**src/rtl/motor_pkg.sv**
```systemverilog
// Shared definitions for the stepper motor channel: FSM encoding, RAM word map
// for the motor registers, and default step timing.
package motor_pkg;

   typedef enum logic [1:0] {
      ST_IDLE      = 2'd0,
      ST_DIR_SETUP = 2'd1,
      ST_STEP_HI   = 2'd2,
      ST_STEP_LO   = 2'd3
   } motor_state_t;

   // RAM word indices: chip motor at 9, motor positions 1-4 at 10..13
   localparam int MOTOR_CHIP_IDX     = 9;
   localparam int MOTOR_POS_IDX0     = 10;
   localparam int MOTOR_POS_IDX_LAST = 13;
   localparam int MOTOR_COUNT        = MOTOR_POS_IDX_LAST - MOTOR_POS_IDX0 + 1;

   localparam int DEF_POS_WIDTH   = 32;
   localparam int DEF_CNT_WIDTH   = 20;
   localparam int DEF_STEP_PERIOD = 50000;
   localparam int DEF_PULSE_WIDTH = 500;
   localparam int DEF_DIR_SETUP   = 250;

   function automatic int motor_pos_idx(input int motor);
      return MOTOR_POS_IDX0 + motor;
   endfunction

endpackage

```
**src/rtl/step_timer.sv**
```systemverilog
// Loadable down-counter pacing each FSM state; done is high once the count
// reaches zero and stays there until the next load.
module step_timer
   import motor_pkg::*;
#(
   parameter int CNT_WIDTH = DEF_CNT_WIDTH
) (
   input  logic                 clk,
   input  logic                 reset,
   input  logic                 load,
   input  logic [CNT_WIDTH-1:0] value,
   output logic                 done
);

   logic [CNT_WIDTH-1:0] count;

   // Count register: load wins, otherwise decrement and hold at zero
   always_ff @(posedge clk or posedge reset) begin
      if (reset) begin
         count <= '0;
      end else if (load) begin
         count <= value;
      end else if (count != '0) begin
         count <= count - CNT_WIDTH'(1);
      end else begin
         count <= count;
      end
   end

   assign done = (count == '0);

endmodule

```
**src/rtl/stepper_position_ctrl.sv**
```systemverilog
// Per-motor stepper driver: walks cur_pos toward target_pos one STEP pulse at a
// time, with DIR settled before the first rise of each run.
module stepper_position_ctrl
   import motor_pkg::*;
#(
   parameter int POS_WIDTH   = DEF_POS_WIDTH,
   parameter int CNT_WIDTH   = DEF_CNT_WIDTH,
   parameter int STEP_PERIOD = DEF_STEP_PERIOD,
   parameter int PULSE_WIDTH = DEF_PULSE_WIDTH,
   parameter int DIR_SETUP   = DEF_DIR_SETUP
) (
   input  logic                        clk,
   input  logic                        reset,
   input  logic                        enable,
   input  logic signed [POS_WIDTH-1:0] target_pos,
   input  logic                        zero_pos,
   output logic                        step,
   output logic                        dir,
   output logic                        busy,
   output logic                        at_target,
   output logic signed [POS_WIDTH-1:0] cur_pos
);

   // The timer is loaded with N-1 on entry so each state lasts exactly N cycles
   localparam logic [CNT_WIDTH-1:0] SETUP_LOAD = CNT_WIDTH'(DIR_SETUP - 1);
   localparam logic [CNT_WIDTH-1:0] HI_LOAD    = CNT_WIDTH'(PULSE_WIDTH - 1);
   localparam logic [CNT_WIDTH-1:0] LO_LOAD    = CNT_WIDTH'(STEP_PERIOD - PULSE_WIDTH - 1);

   motor_state_t                 state;
   motor_state_t                 next_state;
   logic                         next_dir;
   logic signed [POS_WIDTH-1:0]  next_pos;
   logic                         tmr_load;
   logic [CNT_WIDTH-1:0]         tmr_value;
   logic                         tmr_done;
   logic                         want_up;
   logic                         at_pos;

   assign want_up = (target_pos > cur_pos);
   assign at_pos  = (target_pos == cur_pos);

   step_timer #(
      .CNT_WIDTH (CNT_WIDTH)
   ) u_timer (
      .clk   (clk),
      .reset (reset),
      .load  (tmr_load),
      .value (tmr_value),
      .done  (tmr_done)
   );

   // State register
   always_ff @(posedge clk or posedge reset) begin
      if (reset) begin
         state <= ST_IDLE;
      end else begin
         state <= next_state;
      end
   end

   // Next-state, direction, position and timer-load decode
   always_comb begin
      next_state = state;
      next_dir   = dir;
      next_pos   = cur_pos;
      tmr_load   = 1'b0;
      tmr_value  = SETUP_LOAD;
      case (state)
         ST_IDLE: begin
            // A zero request takes the cycle; motion is judged on the next one
            if (zero_pos) begin
               next_pos = '0;
            end else if (enable && !at_pos) begin
               next_state = ST_DIR_SETUP;
               next_dir   = want_up;
               tmr_load   = 1'b1;
               tmr_value  = SETUP_LOAD;
            end else begin
               next_state = ST_IDLE;
            end
         end
         ST_DIR_SETUP: begin
            if (!enable) begin
               next_state = ST_IDLE;
            end else if (tmr_done) begin
               next_state = ST_STEP_HI;
               tmr_load   = 1'b1;
               tmr_value  = HI_LOAD;
            end else begin
               next_state = ST_DIR_SETUP;
            end
         end
         ST_STEP_HI: begin
            if (tmr_done) begin
               next_state = ST_STEP_LO;
               tmr_load   = 1'b1;
               tmr_value  = LO_LOAD;
               next_pos   = dir ? (cur_pos + POS_WIDTH'(1)) : (cur_pos - POS_WIDTH'(1));
            end else begin
               next_state = ST_STEP_HI;
            end
         end
         ST_STEP_LO: begin
            // Target and enable are only re-read once the full period has elapsed
            if (!tmr_done) begin
               next_state = ST_STEP_LO;
            end else if (!enable || at_pos) begin
               next_state = ST_IDLE;
            end else if (want_up == dir) begin
               next_state = ST_STEP_HI;
               tmr_load   = 1'b1;
               tmr_value  = HI_LOAD;
            end else begin
               next_state = ST_DIR_SETUP;
               next_dir   = want_up;
               tmr_load   = 1'b1;
               tmr_value  = SETUP_LOAD;
            end
         end
         default: begin
            next_state = ST_IDLE;
         end
      endcase
   end

   // Registered pins and status, taken from next-state values to line up with the state
   always_ff @(posedge clk or posedge reset) begin
      if (reset) begin
         step      <= 1'b0;
         dir       <= 1'b0;
         busy      <= 1'b0;
         at_target <= 1'b0;
         cur_pos   <= '0;
      end else begin
         step      <= (next_state == ST_STEP_HI);
         dir       <= next_dir;
         busy      <= (next_state != ST_IDLE);
         at_target <= (next_state == ST_IDLE) && (next_pos == target_pos);
         cur_pos   <= next_pos;
      end
   end

endmodule

```
**config.mk**
```make
export PLATFORM = sky130hd
export DESIGN_NAME = stepper_position_ctrl
export DESIGN_NICKNAME = d
export VERILOG_FILES = /design/src/rtl/motor_pkg.sv /design/src/rtl/step_timer.sv /design/src/rtl/stepper_position_ctrl.sv
export SDC_FILE = /design/constraint.sdc
export NUM_CORES = 1
export LEC_CHECK = 0
export ABC_AREA = 1
export ABC_CLOCK_PERIOD_IN_PS = 7560
export BUFFER_PORTS_ARGS = -buffer_cell sky130_fd_sc_hd__buf_2
export CAP_MARGIN = 20
export CORE_UTILIZATION = 40
export DETAILED_ROUTE_END_ITERATION = 8
export GPL_TIMING_DRIVEN = 0
export PLACE_DENSITY = 0.64
export SYNTH_ARGS = -nofsm -noshare
export SYNTH_HDL_FRONTEND = slang
export SYNTH_HIERARCHICAL = 1
export SYNTH_SLANG_ARGS = --single-unit
```
**constraint.sdc**
```tcl
create_clock -name clk -period 7.56 [get_ports clk]
set_input_delay 1.512 -clock clk [delete_from_list [all_inputs] [get_ports clk]]
set_output_delay 1.512 -clock clk [all_outputs]
set_load 0.02 [all_outputs]
```
* Word-level counts from Yosys, hierarchy flattened *
Cells that the tools add are included.

storage, ports and cells
  register bits after elaboration = 58
  bits of input ports = 36
  output and inout bits = 36
  word-level logic and storage cells = 71

cells by class
  add/sub/neg operators = 3
  order comparisons = 1
  equality and inequality tests = 12
  mux-type cells = 35
  reductions and logical operators = 13

operators with widths
  cell                                                 number
  2-to-1 mux 32 bit                                    3
  one-hot mux 20 bit (4 select lines)                  1
  equality test 32 bit                                 2
  one-hot mux 32 bit (2 select lines)                  1
  2-to-1 mux 9 bit                                     5
  2-to-1 mux 20 bit                                    2
  adder 32 x 2 -> 32 bit, second input constant        1
  greater-than comparator 32 bit                       1
  subtractor 32 x 2 -> 32 bit, second input constant   1
  zero test 20 bit                                     1
  nonzero test 20 bit                                  1
  subtractor 20 x 1 -> 20 bit, second input constant   1
  2-to-1 mux 16 bit                                    1
  2-to-1 mux 1 bit                                     13
  2-to-1 mux 2 bit                                     6
  != test 2 bit, second input constant                 5
  one-hot mux 2 bit (4 select lines)                   1
  equality test 2 bit, second input constant           3
  AND reduction 6 bit                                  1
  nonzero test 2 bit                                   3
  zero test 2 bit                                      2
  one-hot mux 1 bit (4 select lines)                   1
  equality test 2 x 1 -> 1 bit, second input constant  1
  logical AND 1 bit                                    2
  4 further kinds                                      5

* Depth between registers and ports, before layout *
  depth in word-level cells = 8
  depth in mapped cells = 23
  depth with buffers taken out = 23

* Hierarchy *
The synthesis kept the hierarchy.

modules (own cells, without submodules)
  module                 instances  cells an instance  area an instance (µm²)  sequential area each (µm²)
  stepper_position_ctrl  1          1036               5714.2                  950.9
  step_timer             1          183                1388.8                  500.5

* Worst setup path before layout *
OpenSTA, ideal clock, no wires.

  path type = input to register
  start point = input target_pos[31]
  end point = register u_timer.count[1]
  setup time = 0.077 ns
  data arrival time = 3.321 ns
  required time = 7.483 ns
  slack = 4.162 ns
  stages = 14
  path buffers = 1
  path through = ha_1 > nand2_1 > nor2_1 > nand4_1 > nor4_2 > nand4_1 > nand2_1 > nor3_1 > inv_1 > nand2_1 > clkbuf_1 > o21ai_0 > nand2_1 > o21ai_1

between the ends
  cells in the longest elaborated chain, start to end = 7
  elaborated cells on any way between the ends = 17
  classes of those cells = 1 x order compare; 2 x eq/ne; 10 x mux; 4 x reduce/logical

RTL lines
  item                                                            RTL line                     source
  start: declaration                                              stepper_position_ctrl.sv:15  input logic signed [POS_WIDTH-1:0] target_pos,
  equality test 32 bit *                                          stepper_position_ctrl.sv:40  assign at_pos = (target_pos == cur_pos);
  zero test 1 bit                                                 stepper_position_ctrl.sv:73  end else if (enable && !at_pos) begin
  logical AND 1 bit                                               stepper_position_ctrl.sv:73
  2-to-1 mux 1 bit                                                stepper_position_ctrl.sv:73
  2-to-1 mux 1 bit                                                stepper_position_ctrl.sv:71  if (zero_pos) begin
  one-hot mux 1 bit (4 select lines) *                            stepper_position_ctrl.sv:68  case (state)
  via tmr_load                                                    stepper_position_ctrl.sv:33  logic tmr_load;
  2-to-1 mux 20 bit / nonzero test 2 bit (equally long branches)  n/a
  end signal: assignment                                          step_timer.sv:22             count <= value;
  end signal: assignment                                          step_timer.sv:24             count <= count - CNT_WIDTH'(1);
  end signal: assignment                                          step_timer.sv:26             count <= count;
  end: declaration                                                step_timer.sv:15             logic [CNT_WIDTH-1:0] count;

Mark *: on every way through the listed nets, which the timed path passes. The rest lies on a longest branch. The select of a mux whose other input is x is not followed.
A chain may end at the register's enable or synchronous reset.

* Worst setup path in the final report *
Ends and elaborated chain as after synthesis.

==> out/qor.yml <==
cts_buffers: 9
postCtsHoldBufs: 0
maxCapViolCount: 0
htree_levels: 3
worstMarginPinSlew_ns: 0.781
port_buffers: 71
vdd_drop_max_mv: 0.115
setup_viol_count_final: 0
drive_gt1_share_pct: 10.8
syn_to_final_growth_pct: 14.6
drtIter0Drc: 488
cts_setup_buffers: 0
syn_area_um2: 7100
vias_per_cell: 4.77
holdCritPathClass: "reg2reg"
cts.sinks: 58
r2r_slack_ns: 3.84
hpwl_mm: 16.3
max_slew_margin_pct: 47.9
diodes: 0
criticalPathCategory: "in2reg"
grt_max_degree: 31
yosys_warnings: 6
r2r_cells: 19
ys_types: 41
wire_per_inst_um: 13.0
yosys.area.top_type_share_pct: 23.5
crit-reg2reg-launch: "dir$_DFFE_PP0P_"
maxSlewViolCount: 0
hold_start: "u_timer/count[17]$_DFFE_PP0P_"
synth_ff_type: "dfrtp_1"
fmax_mhz: 249
hold_viol: 0
io_pins: 72
worst-path-max-fanout: 10
synth_edf_count: 0
rsz0062_at_grt: "false"
syn_inst: 1219
fillers: 1874
p_leak_nw: 5.12
holdPathEnd: "u_timer/count[17]$_DFFE_PP0P_"
yosys-top-cells-area: "nand2_1 23%, dfrtp_1 20%, inv_1 14%"
rows: 48
critPathArrivalTime_ns: 4.28
grt.overflow.total: 0
drc_errors: 0
nNetsFinal: 1416
insertion_delay_ns: 0.34
grt_usage_pct: 22.9
num_vias: 7372
final_antenna_net_count: 0
synthArstFlopShare_pct: 100
synth-seq-area-share_pct: 20.4
grt_pass1_wl_mm: 32.4
outcome: "complete, no violations"
routed_wl_mm: 20.1
fin_crit_sh_pct: 53.1
core_area_um2: 17300
final_core_util_pct: 47.1
cts_root_buf: "clkbuf_16"
dieArea_um2: 18300
postSynthAreaPerCell_um2: 5.83
clk_path_buf_depth: 2
setup.worst_path.start: "target_pos[31]"
cts_tree: "built"
die_w_um: 135
synth-seq-cells: 58
synth_common_cells: "444 x nand2_1, 269 x inv_1, 85 x nand3_1"
drt-pass1-iter-count: 5
yosysTopAreaCell: "nand2_1"
whs_path_depth: 3
antenna_found_initial: 1
power_density_nw_per_um2: 164
whs_ns: 0.586
cp-end-kind: "register"
yosysMostFrequentCell: "nand2_1"
critPathRequiredTime_ns: 7.82
cts.clk_slew.worst_paths_ns: 0.06
die_height_um: 135
fin_tns_setup_ns: 0
period_needed_ns: 4.02
start_kind: "input port"
cts_resized: 0
initial_core_util_pct: 41.1
skew_ns: 0.00818
r2r_end: "at_target$_DFF_PP0_"
grt_pass1_vias: 6580
place_congestion: 0.941
metrics by stage:
| stage | area [µm²] | cells | total power [mW] | setup slack [ns] |
|---|---|---|---|---|
| after floorplan | 7140 | 1230 | 0.773 | 4.16 |
| after global placement | 7780 | 1526 | 0.883 | 3.25 |
| after detailed placement | 7830 | 1528 | 0.902 | 3.24 |
| after CTS | 8130 | 1544 | 1.34 | 3.60 |
| after global routing | 8140 | 1545 | 1.43 | 3.32 |
| final | 8140 | 1545 | 1.33 | 3.54 |
worst max path at each step:
stage | to | slack [ns] | cells after the start
global route | u_timer/count[1]$_DFFE_PP0P_ | 3.32 | 15
CTS | u_timer/count[1]$_DFFE_PP0P_ | 3.60 | 15
detailed placement | u_timer/count[1]$_DFFE_PP0P_ | 3.24 | 15
global placement | u_timer/count[1]$_DFFE_PP0P_ | 3.25 | 15
floorplan | u_timer/count[1]$_DFFE_PP0P_ | 4.16 | 14
finish | u_timer/count[1]$_DFFE_PP0P_ | 3.54 | 15
layer usage:
metal | vias to the layer above | share of wire, % | track usage [%]
met4 | 0 | 2.3 | 7.99
met3 | 29 | 5.9 | 3.03
met5 | - | 0 | 0
met1 | 3221 | 47 | 31.0
met2 | 202 | 44 | 37.3
li1 | 3920 | - | -
power by group:
part	total, mW	internal [mW]	switching (mW)
logic	0.506	0.175	0.331
registers	0.394	0.345	0.0489
clock network	0.433	0.264	0.169
total	1.33	0.784	0.549
flip-flops by register name (all words and copies together) (netlist names):
name,cells
busy,1
state,2
dir,1
at_target,1
step,1
u_timer/count,20
cur_pos,32
layout by cell type, fill, tap and decap left out, types with 2 or more instances in the layout:
cell type   instances
a21o_1              2
a21oi_1            33
buf_2              76
clkbuf_1            2
clkbuf_16           9
clkbuf_2            2
clkinvlp_4          3
conb_1             13
dfrtp_1            58
ha_1               64
inv_1             268
inv_2               4
inv_4               2
nand2_1           444
nand2_2             4
nand2_4             2
nand3_1            85
nand3_2            13
nand3b_1           15
nand4_1            17
nor2_1             84
nor2_2              7
nor2_4              7
nor3_1              7
nor4_1              2
o21a_1              2
o21ai_0            41
o21ai_1            11
o21bai_1            2
or2_2               2
xnor2_1            11
xor2_1             11
cell families after synthesis:
logic type | share of synthesized area, %
fa+ha+maj | 11.6
flops | 20.4
other cells | 0.106
simple gates | 42.8
xor+xnor | 2.71
compound gates | 6.96
buf+inv | 15.4
critical path, cell delays in order:
cell and delay (ns):
buf_2 0.11, ha_1 0.41, nand2_1 0.09, nor2_1 0.18, nand4_1 0.24, nor4_2 0.38, nand4_1 0.28, nand2_1 0.20
nor3_1 0.06, inv_1 0.08, nand2_1 0.12, clkbuf_1 0.26, o21ai_0 0.22, nand2_1 0.07, o21ai_1 0.08
final cells by class:
cell class / instances / area (µm²) / share of cell area [%]
Inverter: 274 / 1030 / 12.7
Clock buffer: 10 / 239 / 2.94
Tap cell: 225 / 282 / 3.46
Buffer: 11 / 60.1 / 0.738
Sequential cell: 58 / 1450 / 17.8
Timing Repair Buffer: 74 / 408 / 5.01
Multi-Input combinational cell: 887 / 4600 / 56.5
Clock inverter: 6 / 66.3 / 0.815
Note: power is estimated with default switching activity, not from simulation.
